File: config.mk
export PLATFORM = sky130hd
export DESIGN_NAME = xps2_rx
export DESIGN_NICKNAME = d
export VERILOG_FILES = /design/src/rtl/xps2_rx_pkg.sv /design/src/rtl/xps2_fifo.sv /design/src/rtl/xps2_rx.sv
export SDC_FILE = /design/constraint.sdc
export NUM_CORES = 1
export LEC_CHECK = 0
export CELL_PAD_IN_SITES_DETAIL_PLACEMENT = 0
export CELL_PAD_IN_SITES_GLOBAL_PLACEMENT = 1
export CORE_MARGIN = 8
export CORE_UTILIZATION = 47
export DETAILED_ROUTE_END_ITERATION = 8
export GPL_ROUTABILITY_DRIVEN = 1
export GPL_TIMING_DRIVEN = 1
export MAX_ROUTING_LAYER = met4
export PLACE_DENSITY_LB_ADDON = 0.08
export SYNTH_ARGS = -nofsm -noshare
export SYNTH_HDL_FRONTEND = slang
export SYNTH_SLANG_ARGS = --single-unit
File: constraint.sdc
create_clock -name clk -period 8.01 [get_ports clk]
set_clock_uncertainty 0.1 [all_clocks]
set_input_delay 2.0025 -clock clk [delete_from_list [all_inputs] [get_ports clk]]
set_output_delay 2.0025 -clock clk [all_outputs]
set_load 0.05 [all_outputs]
File: src/rtl/xps2_rx_pkg.sv
// xps2_rx_pkg: register offsets, STATUS/CTRL bit positions and receiver FSM states.
package xps2_rx_pkg;
  localparam logic [1:0] XPS2_DATA = 2'd0, XPS2_STATUS = 2'd1, XPS2_CTRL = 2'd2;
  localparam int ST_NE = 0, ST_FULL = 1, ST_PAR = 2, ST_FRM = 3, ST_OVF = 4, ST_CNT = 8;
  localparam int CT_EN = 0, CT_IRQ = 1;
  typedef enum logic [1:0] {IDLE, DATA, PARITY, STOP} state_e;
endpackage

File: src/rtl/xps2_fifo.sv
// xps2_fifo: synchronous FIFO with explicit count so full and empty are unambiguous.
module xps2_fifo #(
  parameter int W = 8,
  parameter int DEPTH = 8
) (
  input  logic clk,
  input  logic rst,
  input  logic push_i,
  input  logic pop_i,
  input  logic [W-1:0] din_i,
  output logic [W-1:0] dout_o,
  output logic full_o,
  output logic empty_o,
  output logic [$clog2(DEPTH+1)-1:0] count_o
);
  localparam int AW = $clog2(DEPTH);
  localparam int CW = $clog2(DEPTH+1);
  logic [W-1:0] mem_q [DEPTH];
  logic [AW-1:0] wr_q, rd_q;
  logic [CW-1:0] cnt_q;
  logic do_push, do_pop;
  assign do_pop = pop_i & ~empty_o;
  assign do_push = push_i & (~full_o | do_pop);
  assign empty_o = cnt_q == '0;
  assign full_o = cnt_q == CW'(DEPTH);
  assign dout_o = mem_q[rd_q];
  assign count_o = cnt_q;
  always_ff @(posedge clk) begin
    if (do_push) mem_q[wr_q] <= din_i;
    if (!rst) begin
      wr_q <= '0;
      rd_q <= '0;
      cnt_q <= '0;
    end else begin
      wr_q <= wr_q + AW'(do_push);
      rd_q <= rd_q + AW'(do_pop);
      cnt_q <= cnt_q + CW'(do_push) - CW'(do_pop);
    end
  end
endmodule

File: src/rtl/xps2_rx.sv
// xps2_rx: memory-mapped PS/2 receiver with byte FIFO and level interrupt.
// Define XPS2_TIMEOUT_EN to abort frames whose clock stalls for TIMEOUT_CYC cycles.
module xps2_rx
  import xps2_rx_pkg::*;
#(
  parameter int DATA_W = 32,
  parameter int FIFO_DEPTH = 8,
  parameter int FILT_LEN = 4,
  parameter int TIMEOUT_CYC = 2000
) (
  input  logic clk,
  input  logic rst,
  input  logic ps2_clk,
  input  logic ps2_data,
  input  logic sel,
  input  logic rw_rnw,
  input  logic [1:0] rw_addr,
  input  logic [DATA_W-1:0] data_to_wr,
  output logic [DATA_W-1:0] data_to_rd,
  output logic irq
);
  localparam int FCW = $clog2(FILT_LEN+1);
  localparam int CW = $clog2(FIFO_DEPTH+1);
  logic [1:0] c_sync_q, d_sync_q;
  logic filt_q, filt_prev_q;
  logic [FCW-1:0] filt_cnt_q;
  state_e state_q, state_d;
  logic [2:0] bit_cnt_q, bit_cnt_d;
  logic [7:0] shift_q, shift_d, head;
  logic par_q, par_d;
  logic [1:0] ctrl_q, ctrl_d;
  logic par_err_q, par_err_d, frm_err_q, frm_err_d, ovf_q, ovf_d;
  logic fall, frame_ok, par_bad, frm_bad, timeout, pop, push, full, empty, wr_st, unused_w;
  logic [CW-1:0] count;
  logic [DATA_W-1:0] status;
  assign fall = filt_prev_q & ~filt_q;
  assign pop = sel & rw_rnw & (rw_addr == XPS2_DATA) & ~empty;
  assign wr_st = sel & ~rw_rnw & (rw_addr == XPS2_STATUS);
  assign push = frame_ok & (~full | pop);
  assign irq = ctrl_q[CT_IRQ] & ~empty;
  assign unused_w = ^data_to_wr[DATA_W-1:5];
  // Filtered level flips only on the FILT_LEN-th consecutive differing sample
  always_ff @(posedge clk)
    if (!rst) begin
      c_sync_q <= '1;
      d_sync_q <= '1;
      filt_q <= 1'b1;
      filt_prev_q <= 1'b1;
      filt_cnt_q <= '0;
    end else begin
      c_sync_q <= {c_sync_q[0], ps2_clk};
      d_sync_q <= {d_sync_q[0], ps2_data};
      filt_prev_q <= filt_q;
      filt_cnt_q <= (c_sync_q[1] == filt_q || filt_cnt_q == FCW'(FILT_LEN-1)) ? '0 : filt_cnt_q + 1'b1;
      if (c_sync_q[1] != filt_q && filt_cnt_q == FCW'(FILT_LEN-1)) filt_q <= c_sync_q[1];
    end
`ifdef XPS2_TIMEOUT_EN
  localparam int TW = $clog2(TIMEOUT_CYC+1);
  logic [TW-1:0] to_q;
  assign timeout = (state_q != IDLE) && (to_q == TW'(TIMEOUT_CYC));
  always_ff @(posedge clk)
    to_q <= (!rst || state_q == IDLE || fall || timeout) ? '0 : to_q + 1'b1;
`else
  assign timeout = (TIMEOUT_CYC < 0);
`endif
  always_comb begin
    state_d = state_q;
    bit_cnt_d = bit_cnt_q;
    shift_d = shift_q;
    par_d = par_q;
    par_bad = 1'b0;
    frm_bad = 1'b0;
    frame_ok = 1'b0;
    if (!ctrl_q[CT_EN]) state_d = IDLE;
    else if (timeout) begin
      state_d = IDLE;
      frm_bad = 1'b1;
    end else if (fall)
      case (state_q)
        IDLE: begin
          state_d = d_sync_q[1] ? IDLE : DATA;
          bit_cnt_d = '0;
        end
        DATA: begin
          shift_d[bit_cnt_q] = d_sync_q[1];
          bit_cnt_d = bit_cnt_q + 1'b1;
          state_d = (bit_cnt_q == 3'd7) ? PARITY : DATA;
        end
        PARITY: begin
          par_d = d_sync_q[1];
          state_d = STOP;
        end
        default: begin
          par_bad = ~^{shift_q, par_q};
          frm_bad = ~d_sync_q[1];
          frame_ok = ~par_bad & ~frm_bad;
          state_d = IDLE;
        end
      endcase
  end
  // Sticky flags: a new error wins over a same-cycle W1C
  assign par_err_d = par_bad | (par_err_q & ~(wr_st & data_to_wr[ST_PAR]));
  assign frm_err_d = frm_bad | (frm_err_q & ~(wr_st & data_to_wr[ST_FRM]));
  assign ovf_d = (frame_ok & ~push) | (ovf_q & ~(wr_st & data_to_wr[ST_OVF]));
  assign ctrl_d = (sel & ~rw_rnw & (rw_addr == XPS2_CTRL)) ? data_to_wr[1:0] : ctrl_q;
  always_ff @(posedge clk)
    if (!rst) begin
      state_q <= IDLE;
      bit_cnt_q <= '0;
      shift_q <= '0;
      par_q <= 1'b0;
      ctrl_q <= '0;
      par_err_q <= 1'b0;
      frm_err_q <= 1'b0;
      ovf_q <= 1'b0;
    end else begin
      state_q <= state_d;
      bit_cnt_q <= bit_cnt_d;
      shift_q <= shift_d;
      par_q <= par_d;
      ctrl_q <= ctrl_d;
      par_err_q <= par_err_d;
      frm_err_q <= frm_err_d;
      ovf_q <= ovf_d;
    end
  xps2_fifo #(.W(8), .DEPTH(FIFO_DEPTH)) u_fifo (
    .clk(clk), .rst(rst), .push_i(push), .pop_i(pop), .din_i(shift_q),
    .dout_o(head), .full_o(full), .empty_o(empty), .count_o(count)
  );
  always_comb begin
    status = '0;
    status[ST_NE] = ~empty;
    status[ST_FULL] = full;
    status[ST_PAR] = par_err_q;
    status[ST_FRM] = frm_err_q;
    status[ST_OVF] = ovf_q;
    status[ST_CNT +: CW] = count;
    data_to_rd = (rw_addr == XPS2_DATA) ? DATA_W'({~empty, empty ? 8'h00 : head}) :
                 (rw_addr == XPS2_STATUS) ? status :
                 (rw_addr == XPS2_CTRL) ? DATA_W'(ctrl_q) : '0;
  end
endmodule
==> results by group, run 1 <==
Run status
  • Status: completed

Logic synthesis
  • EDFF count, synth: 64
  • Syn_area_per_cell: 13.8 µm²
  • Most numerous cell in the Yosys netlist: edfxtp_1
  • Synth area leader: edfxtp_1
  • Synthesized area: 0.00468 mm²
  • Ys async rst share: 0
  • Synth top area cells: edfxtp_1, dfxtp_1, mux4_1
  • Synth Instances: 340
  • Primary FF master, synth: edfxtp_1
  • Yosys cell types: 48
  • Synth top cells by count: edfxtp_1, dfxtp_1, buf_4
  • Top-area cell type share of the netlist area: 0.411
  • Synth Register Bits: 102
  • Sequential element share of the synthesized area: 0.573
  • Yosys warnings: 0

Place
  • DPL Wire Length: 5.82 mm
  • I/O Buffers: 25
  • Final estimated routing congestion in global placement: 0.699
  • Post-place instance area: 0.00500 mm²

Floorplan
  • Die area: 0.0134 mm²
  • Starting Density: 0.481
  • IO Count: between 70 and 80
  • Row count: 36
  • Die width: 116 µm
  • DIE HEIGHT: about 120 µm
  • Core Footprint: ~0.01 mm²

Global route
  • GRT overflow: 0
  • Largest net degree at the start of global routing: 22
  • Overall Global Routing Usage: 0.137
  • Vias in the first global route: ~2500
  • First-pass GRT wire length: 13.4 mm
  • Initial antenna violation count: 0

Timing
  • Slew Limit Fails: 0
  • Fin crit share: 0.784
  • Worst-margin pin slew: 1.03 ns
  • Final Hold Viols: 0
  • Setup-failing EPs final: 0
  • Crit path time final: 6.28 ns
  • Slew HR: 0.305
  • Final hold slack: 0.319 ns
  • Setup TNS: 0 ns
  • RSZ-0062 raised after global routing: false
  • Fmax: 159 MHz

Pwr
  • Internal power component: 0.700 mW
  • Gate power share: 0.103
  • Clock power share: 0.300
  • Switching Share: 0.253
  • Leakage Power: 1.85 nW
  • Tot Pwr: around 0.94 mW
  • Sw Pwr: roughly 0.24 mW
  • Sequential share of power: 0.597
  • Worst vdd rail ir drop: 0.0827 mV
  • Cell Pwr Density: between 150 and 200 mW/mm²

Drt
  • Iter 0 DRT Violations: 122
  • Antenna viol nets, final: 0
  • WL per Instance: 16.2 µm
  • Number of vias per cell: 5.05
  • # DRC: 0
  • Via count: 2561
  • Final WL: 8.23 mm
  • Initial DRT Pass Iterations: 4

Finish
  • Area grow syn2layout: 10.5%
  • Fin area: 0.00517 mm²
  • Final nets: 424
  • ANT cells: 0
  • Layout cells sized above 1: 0.123
  • Final core occ: 0.532

Job
  • Max-cap viol count: 0

Critical path
  • Reg-to-reg slack, setup: 5.05 ns
  • CP endpoint kind: output port
  • Critical Path RT: slightly below 6 ns
  • Worst setup SP type: input pin
  • Reg2Reg Depth: 11
  • Origin of the worst setup path: rw_addr[1]
  • Crit path kind: in2out
  • FF-to-FF End: u_fifo.count_o[2]
  • CP max FO: 9
  • Critical path arrival: 4.17 ns
  • Reg-to-reg startpoint: u_fifo.count_o[2]

CTS
  • Clk buf depth: 2
  • Clock sinks: 102
  • Root buffer cell: clkbuf_8
  • CTS tree: yes
  • Skew-Pair Late Insertion Delay: 0.35 ns
  • CTS H-tree lvls: 3
  • Clock transition at path regs: 0.10 ns
  • Post-CTS Hold Buffers: 0
  • CTS resizes: 0
  • CTS Buf Count: 9
  • Setup bufs post-CTS: 0

Worst hold path
  • HP Class: reg2reg
  • Hold_sp: d_sync_q[0]
  • Hold path cells: 1
  • WHS Endpoint: d_sync_q[1]
==> kinds of logic after synthesis <==
logic type      count (synthesis)  share of synthesized area
compound gates                 21                     0.0321
xor+xnor                       12                     0.0254
fa+ha+maj                      15                     0.0417
buf+inv                        45                     0.0585
flops                         102                      0.573
mux                            35                      0.124
other cells                     1                   0.000801
simple gates                  109                      0.144
==> power by group through the flow <==
stage	Sequential, mW	Clock, mW	Combinational (mW)
global route	0.561	0.317	0.104
finish	0.560	0.281	0.0965
floorplan	0.569	0	0.0838
detailed placement	0.572	0	0.0971
CTS	0.560	0.294	0.0974
global placement	0.572	0	0.0970
==> final cells by class <==
type	instances	area, µm²
inverters	9	33.8
repair buffers	35	325
clock inverters	5	36.3
clock buffers	11	131
flip-flops and latches	102	2680
multi-input cells	212	1800
well taps	133	166
fillers	874	4560
==> registers in the layout (all words and copies together), names as in the netlist <==
signal and flops:
u_fifo.mem_q 64, par_q 1, filt_prev_q 1, filt_q 1, u_fifo.rd_q 3, shift_q 8
d_sync_q 2, ovf_q 1, state_q 2, par_err_q 1, u_fifo.count_o 4, c_sync_q 2
filt_cnt_q 3, bit_cnt_q 3, u_fifo.wr_q 3, ctrl_q 2, frm_err_q 1
==> how the worst max path moves through the flow <==
stage,to,slack (ns),depth (start not counted)
finish,data_to_rd[1],1.73,5
detailed placement,data_to_rd[1],1.70,5
floorplan,data_to_rd[2],2.28,3
CTS,data_to_rd[1],1.70,5
global route,data_to_rd[1],1.64,5
global placement,data_to_rd[1],1.71,5
==> layout by cell type (no fill, tap or decap), types with 3 or more instances in the layout <==
cell | netlist | final
conb_1 | 1 | 20
clkdlybuf4s50_1 | 0 | 25
dfxtp_1 | 38 | 38
mux2i_1 | 19 | 19
xnor2_1 | 4 | 4
or3_1 | 3 | 3
nor2_1 | 13 | 13
or3b_2 | 3 | 3
nor2b_1 | 18 | 18
mux4_2 | 8 | 8
mux4_1 | 8 | 8
nand2b_1 | 5 | 5
and2_1 | 14 | 14
xor2_1 | 7 | 7
a21boi_0 | 4 | 4
a21oi_1 | 3 | 3
ha_1 | 14 | 14
nand3b_1 | 5 | 5
inv_1 | 9 | 9
nand2_1 | 18 | 18
nor4_2 | 8 | 8
o21ai_0 | 4 | 4
edfxtp_1 | 64 | 64
buf_4 | 22 | 10
clkbuf_8 | 0 | 9
nand3_1 | 10 | 10
==> per-layer routing <==
metal,track usage,vias to the layer above,routed length [µm]
met5,-,-,0
met4,0.0285,0,74
met3,0.0375,5,331
met2,0.225,44,4060
met1,0.166,1251,3760
li1,-,1261,-
==> critical path: stages <==
cell and delay [ns]:
clkdlybuf4s50_1 0.49, or3_1 0.59, nor2_1 0.16, a221o_1 0.13
clkdlybuf4s50_1 0.80
==> through the flow <==
| step | worst slack (ns) | cells |
|---|---|---|
| after floorplan | 2.28 | 359 |
| after global placement | 1.71 | 491 |
| after detailed placement | 1.70 | 491 |
| after CTS | 1.70 | 507 |
| after global routing | 1.64 | 507 |
| final | 1.73 | 507 |
Power figures use the tool's default switching activity.
==> run 2: changes to the inputs <==
CORE_UTILIZATION = 40   (was 47)
clock period = 5.4 ns   (was 8.01 ns; I/O delays follow)
==> run 2 against run 1 <==
Compared with the run above:
- final area grew 3.3%
- sequential power grew 48%
- wire length is 6.8% higher
- worst hold slack worse by 0.011 ns
- combinational power up 49%
- die area is 15% higher
- count of clock-buffer cells in the layout shrank 2
- critical path depth down 1
- cell count is 2.8% higher
- register-to-register slack got worse by 2.7 ns
- critical path type unchanged
==> results by group, run 2 (synthesis results as in run 1) <==
Floorplan
  • Die area: 0.0154 mm² (+15%)
  • DIE HEIGHT: 124 µm (+7.2%)
  • Row count: 39 (+8.3%)
  • Starting Density: 0.410 (-0.0712)
  • Die width: 124 µm (+7.2%)
  • Core Footprint: 0.0114 mm² (+17%)
  • IO Count: 73 (unchanged)

Drt
  • WL per Instance: 16.9 µm (+3.9%)
  • Final WL: 8.79 mm (+6.8%)
  • Via count: 2577 (+0.62%)
  • Antenna viol nets, final: 0 (unchanged)
  • Initial DRT Pass Iterations: 4 (unchanged)
  • # DRC: 0 (unchanged)
  • Number of vias per cell: 4.95 (-2.1%)
  • Iter 0 DRT Violations: 120 (-1.6%)

CTS
  • Clk buf depth: 2 (unchanged)
  • Setup bufs post-CTS: 0 (unchanged)
  • Root buffer cell: clkbuf_16
  • CTS tree: yes
  • CTS H-tree lvls: 3 (unchanged)
  • CTS Buf Count: 9 (unchanged)
  • Post-CTS Hold Buffers: 0 (unchanged)
  • CTS resizes: 0 (unchanged)
  • Clock sinks: 102 (unchanged)
  • Skew-Pair Late Insertion Delay: 0.34 ns (about the same)
  • Clock transition at path regs: 0.07 ns (-0.03 ns)

Place
  • I/O Buffers: 25 (unchanged)
  • Post-place setup slack: 0.432 ns (-1.27 ns)
  • Cell count after placement: 506 (+3.1%)
  • Final estimated routing congestion in global placement: 0.727 (+3.9%)
  • DPL Wire Length: 6.17 mm (+6.0%)

Global route
  • GRT overflow: 0 (unchanged)
  • Vias in the first global route: 2553 (+1.6%)
  • First-pass GRT wire length: 13.9 mm (+3.6%)
  • Overall Global Routing Usage: 0.126 (-0.0114)
  • Largest net degree at the start of global routing: 21 (-4.5%)
  • Initial antenna violation count: 0 (unchanged)

Critical path
  • Critical Path RT: 3.95 ns (-1.96 ns)
  • CP max FO: 9 (unchanged)
  • Reg2Reg Depth: 11 (unchanged)
  • CP endpoint kind: output port
  • Critical path arrival: 3.50 ns (-0.67 ns)
  • Crit path kind: in2out
  • Worst setup SP type: input pin

Pwr
  • Worst vdd rail ir drop: 0.188 mV (+130%)
  • Sequential share of power: 0.513 (-0.084)
  • Cell Pwr Density: 303 mW/mm² (+67%)
  • Clock power share: 0.398 (+0.098)
  • Internal power component: 1.23 mW (+76%)
  • Sw Pwr: 0.389 mW (+64%)
  • Leakage Power: 1.94 nW (+4.8%)
  • Switching Share: 0.240 (-0.0129)
  • Gate power share: 0.089 (-0.014)

Finish
  • Commonest cells after routing, fill and taps aside: edfxtp_1, dfxtp_1, clkdlybuf4s50_1
  • Max FFs per register: 64 (unchanged)
  • Fillers: 1049 (+20%)
  • Largest register by flop count: u_fifo.mem_q
  • Most common cell after layout, fill and taps aside: edfxtp_1
  • Layout cells sized above 1: 0.140 (+0.0172)
  • ANT cells: 0 (unchanged)
  • Area grow syn2layout: 14.2%
  • Fin cells: 521 (+2.8%)
  • Final nets: 429 (+1.2%)
  • Final core occ: 0.468 (-0.0635)

Timing
  • Slew Limit Fails: 0 (unchanged)
  • Final hold slack: 0.308 ns (-0.0114 ns)
  • RSZ-0062 raised after global routing: false
  • Final WS setup: 0.449 ns (-1.28 ns)
  • Final Hold Viols: 0 (unchanged)
  • Slew HR: 0.433 (+0.128)
  • Setup TNS: 0 ns (unchanged)
  • Worst-margin pin slew: 0.850 ns (-0.185 ns)
  • Fin crit share: 0.917
  • Crit path time final: a little under 5 ns
  • Setup-failing EPs final: 0 (unchanged)
  • Fmax: 202 MHz

Worst hold path
  • Hold path cells: 1 (unchanged)
  • HP Class: reg2reg

Run status
  • Status: completed

Job
  • Max-cap viol count: 0 (unchanged)
## run 2: cell count changes in the layout (fill, tap and decap cells not counted)
cell             change
clkbuf_16            +9
clkinv_1             +1
inv_4                -1
inv_8                +1
buf_4                +7
clkdlybuf4s50_1      -2
bufinv_16            +1
clkbuf_1             -2
clkbuf_8             -9
clkinv_2             -1
## run 2: final timing paths
kind	from	endpoint	slack, ns
min reg2reg	d_sync_q[0]	d_sync_q[1]	0.31
max reg2reg	u_fifo.count_o[2]	u_fifo.count_o[2]	2.38
max	rw_addr[1]	data_to_rd[2]	0.45
min	d_sync_q[0]	d_sync_q[1]	0.31
## run 2: metrics by stage
step | area [µm²] | total power, mW
floorplan | 4750 | 0.968
global placement | 5050 | 0.994
detailed placement | 5050 | 0.993
CTS | 5340 | 1.64
global route | 5340 | 1.67
finish | 5340 | 1.62
## run 2: worst max-delay path, stage by stage
cell and delay [ns]:
clkdlybuf4s50_1 0.48, or3_1 0.61, o21ai_0 0.23, clkdlybuf4s50_1 0.82
## run 2: final cells by class
type,instances,area (µm²),share of cell area
Clock inverter,6,70.1,0.0131
Multi-Input combinational cell,212,1800,0.336
Timing Repair Buffer,40,358,0.0670
Clock buffer,9,225,0.0421
Sequential cell,102,2680,0.502
Inverter,9,33.8,0.00632
Tap cell,143,179,0.0335
## run 2: per-layer routing
| layer | part of all wire | track usage | vias up |
|---|---|---|---|
| li1 | - | - | 1271 |
| met5 | 0 | - | - |
| met4 | 0.018 | 0.0602 | 0 |
| met1 | 0.47 | 0.156 | 1251 |
| met2 | 0.47 | 0.198 | 42 |
| met3 | 0.041 | 0.0199 | 13 |
## run 2: power by group through the flow
stage          clock network [mW]  logic, mW  registers, mW
6_report                    0.644      0.144          0.830
5_1_grt                     0.685      0.155          0.831
4_1_cts                     0.660      0.145          0.831
3_5_place_dp                    0      0.145          0.848
3_3_place_gp                    0      0.145          0.848
2_1_floorplan                   0      0.124          0.844
==> run 3: changes to the inputs <==
GPL_TIMING_DRIVEN = 0   (was 1)
RECOVER_POWER = 25   (was not set)
==> run 3 against run 2 <==
Compared with the run above:
- die area unchanged
- sequential power about the same
- worst hold slack better by 0.00082 ns
- via count up 2.0%
- sequential share of layout area down 1.0 points
- utilization up 0.98 points
- maximum frequency up 1.2%
- sequential cell count unchanged
- cell count up 4.2%
- highest routed layer unchanged
==> results by group, run 3 (synthesis results as in run 1) <==
Pwr
  • Leakage Power: 2.02 nW (+3.9%)
  • Tot Pwr: 1.59 mW (-2.0%)
  • Worst vdd rail ir drop: 0.162 mV (-14%)
  • Cell Pwr Density: 291 mW/mm² (-4.0%)

Floorplan
  • Die area: 0.0154 mm² (unchanged)
  • Row count: 39 (unchanged)
  • Die width: 124 µm (unchanged)
  • Core Footprint: 0.0114 mm² (unchanged)
  • DIE HEIGHT: 124 µm (unchanged)
  • IO Count: 73 (unchanged)
  • Starting Density: 0.410 (unchanged)

CTS
  • Clock sinks: 102 (unchanged)
  • CTS H-tree lvls: 3 (unchanged)
  • Skew-Pair Late Insertion Delay: 0.34 ns (about the same)
  • CTS resizes: 0 (unchanged)
  • Post-CTS Hold Buffers: 0 (unchanged)
  • CTS Buf Count: 9 (unchanged)
  • Clk buf depth: 2 (unchanged)
  • Clock transition at path regs: 0.07 ns (about the same)
  • CTS tree: yes
  • Root buffer cell: clkbuf_16
  • Setup bufs post-CTS: 0 (unchanged)

Global route
  • Initial antenna violation count: 0 (unchanged)
  • First-pass GRT wire length: 14.9 mm (+7.2%)
  • Largest net degree at the start of global routing: 18 (-14%)
  • Vias in the first global route: 2644 (+3.6%)
  • Overall Global Routing Usage: 0.135 (+0.00943)
  • GRT overflow: 0 (unchanged)

Timing
  • Worst-margin pin slew: 1.39 ns (+0.537 ns)
  • Final Hold Viols: 0 (unchanged)
  • Fin crit share: 0.906 (-0.0106)
  • Slew Limit Fails: 0 (unchanged)
  • Crit path time final: 4.89 ns (-0.0572 ns)
  • Setup TNS: 0 ns (unchanged)
  • Final hold slack: 0.309 ns (+0.000821 ns)
  • RSZ-0062 raised after global routing: false
  • Setup-failing EPs final: 0 (unchanged)
  • Fmax: 204 MHz (+1.2%)
  • Slew HR: 0.0682 (-0.365)

Drt
  • Antenna viol nets, final: 0 (unchanged)
  • # DRC: 0 (unchanged)
  • Initial DRT Pass Iterations: 4 (unchanged)
  • Number of vias per cell: 4.84 (-2.1%)
  • Final WL: 9.19 mm (+4.6%)
  • Via count: 2629 (+2.0%)
  • Iter 0 DRT Violations: 216 (+80%)
  • WL per Instance: 16.9 µm (+0.33%)

Finish
  • Commonest cells after routing, fill and taps aside: edfxtp_1, dfxtp_1, clkdlybuf4s50_1
  • Most common cell after layout, fill and taps aside: edfxtp_1
  • Layout cells sized above 1: 0.170 (+0.0298)
  • Max FFs per register: 64 (unchanged)
  • Largest register by flop count: u_fifo.mem_q
  • Final nets: 450 (+4.9%)
  • Fin cells: 543 (+4.2%)
  • Area grow syn2layout: 16.5%
  • ANT cells: 0 (unchanged)

Run status
  • Status: completed

Critical path
  • Worst setup SP type: input pin
  • CP endpoint kind: output port
  • Critical path arrival: 3.44 ns (-0.06 ns)
  • Max incr delay on CP: 0.82 ns (about the same)
  • CP delay by family, top: buffers and inverters
  • Buf/Inv on CP: 2 (unchanged)
  • Crit path kind: in2out
  • Worst-path cell chain: clkdlybuf4s50_1, nor2b_1, nand2_1, o21ai_0, clkdlybuf4s50_1
  • CP dominant cell by count: clkdlybuf4s50_1
  • CP max-delay cell: clkdlybuf4s50_1
  • Critical Path RT: 3.95 ns (about the same)
  • CP max FO: 8 (-1)

Place
  • Final estimated routing congestion in global placement: 0.729 (+0.28%)
  • DPL Wire Length: 6.49 mm (+5.3%)
  • I/O Buffers: 24 (-4.0%)
  • Cell count after placement: 526 (+4.0%)

Job
  • Max-cap viol count: 0 (unchanged)

Worst hold path
  • HP Class: reg2reg
-- run 3: cell type report --
class,count,area (µm²)
timing repair buffer,25,248
clock inverter,5,33.8
buffer,36,240
clock buffer,11,243
sequential,102,2680
multi-input combinational,212,1800
tap,143,179
inverter,9,33.8
fill,1052,5960
-- run 3: layer usage --
| layer | GRT usage | vias to the layer above | share of wire |
|---|---|---|---|
| met5 | - | - | 0 |
| met4 | 0.0580 | 0 | 0.015 |
| met3 | 0.0227 | 11 | 0.036 |
| met2 | 0.212 | 48 | 0.48 |
| met1 | 0.171 | 1252 | 0.46 |
| li1 | - | 1318 | - |
-- run 3: per-stage QoR --
step	area (µm²)	setup slack, ns	util
after global routing	5460	0.341	0.478
after global placement	5170	0.462	0.453
after detailed placement	5170	0.459	0.453
after CTS	5450	0.456	0.477
final	5460	0.506	0.478
after floorplan	4750	0.979	-
-- run 3: power breakdown --
part | switching (mW) | internal, mW
clock network | 0.272 | 0.325
logic | 0.104 | 0.0580
registers | 0.00465 | 0.824
total | 0.380 | 1.21
-- run 3: path summary, 6_finish.rpt --
check | startpoint | to | slack [ns] | cells past startpoint
setup reg to reg | u_fifo.count_o[2] | u_fifo.mem_q[6][2] | 2.29 | 6
hold reg to reg | c_sync_q[0] | c_sync_q[1] | 0.31 | 1
setup / recovery | rw_addr[0] | data_to_rd[4] | 0.51 | 5
hold / removal | c_sync_q[0] | c_sync_q[1] | 0.31 | 1
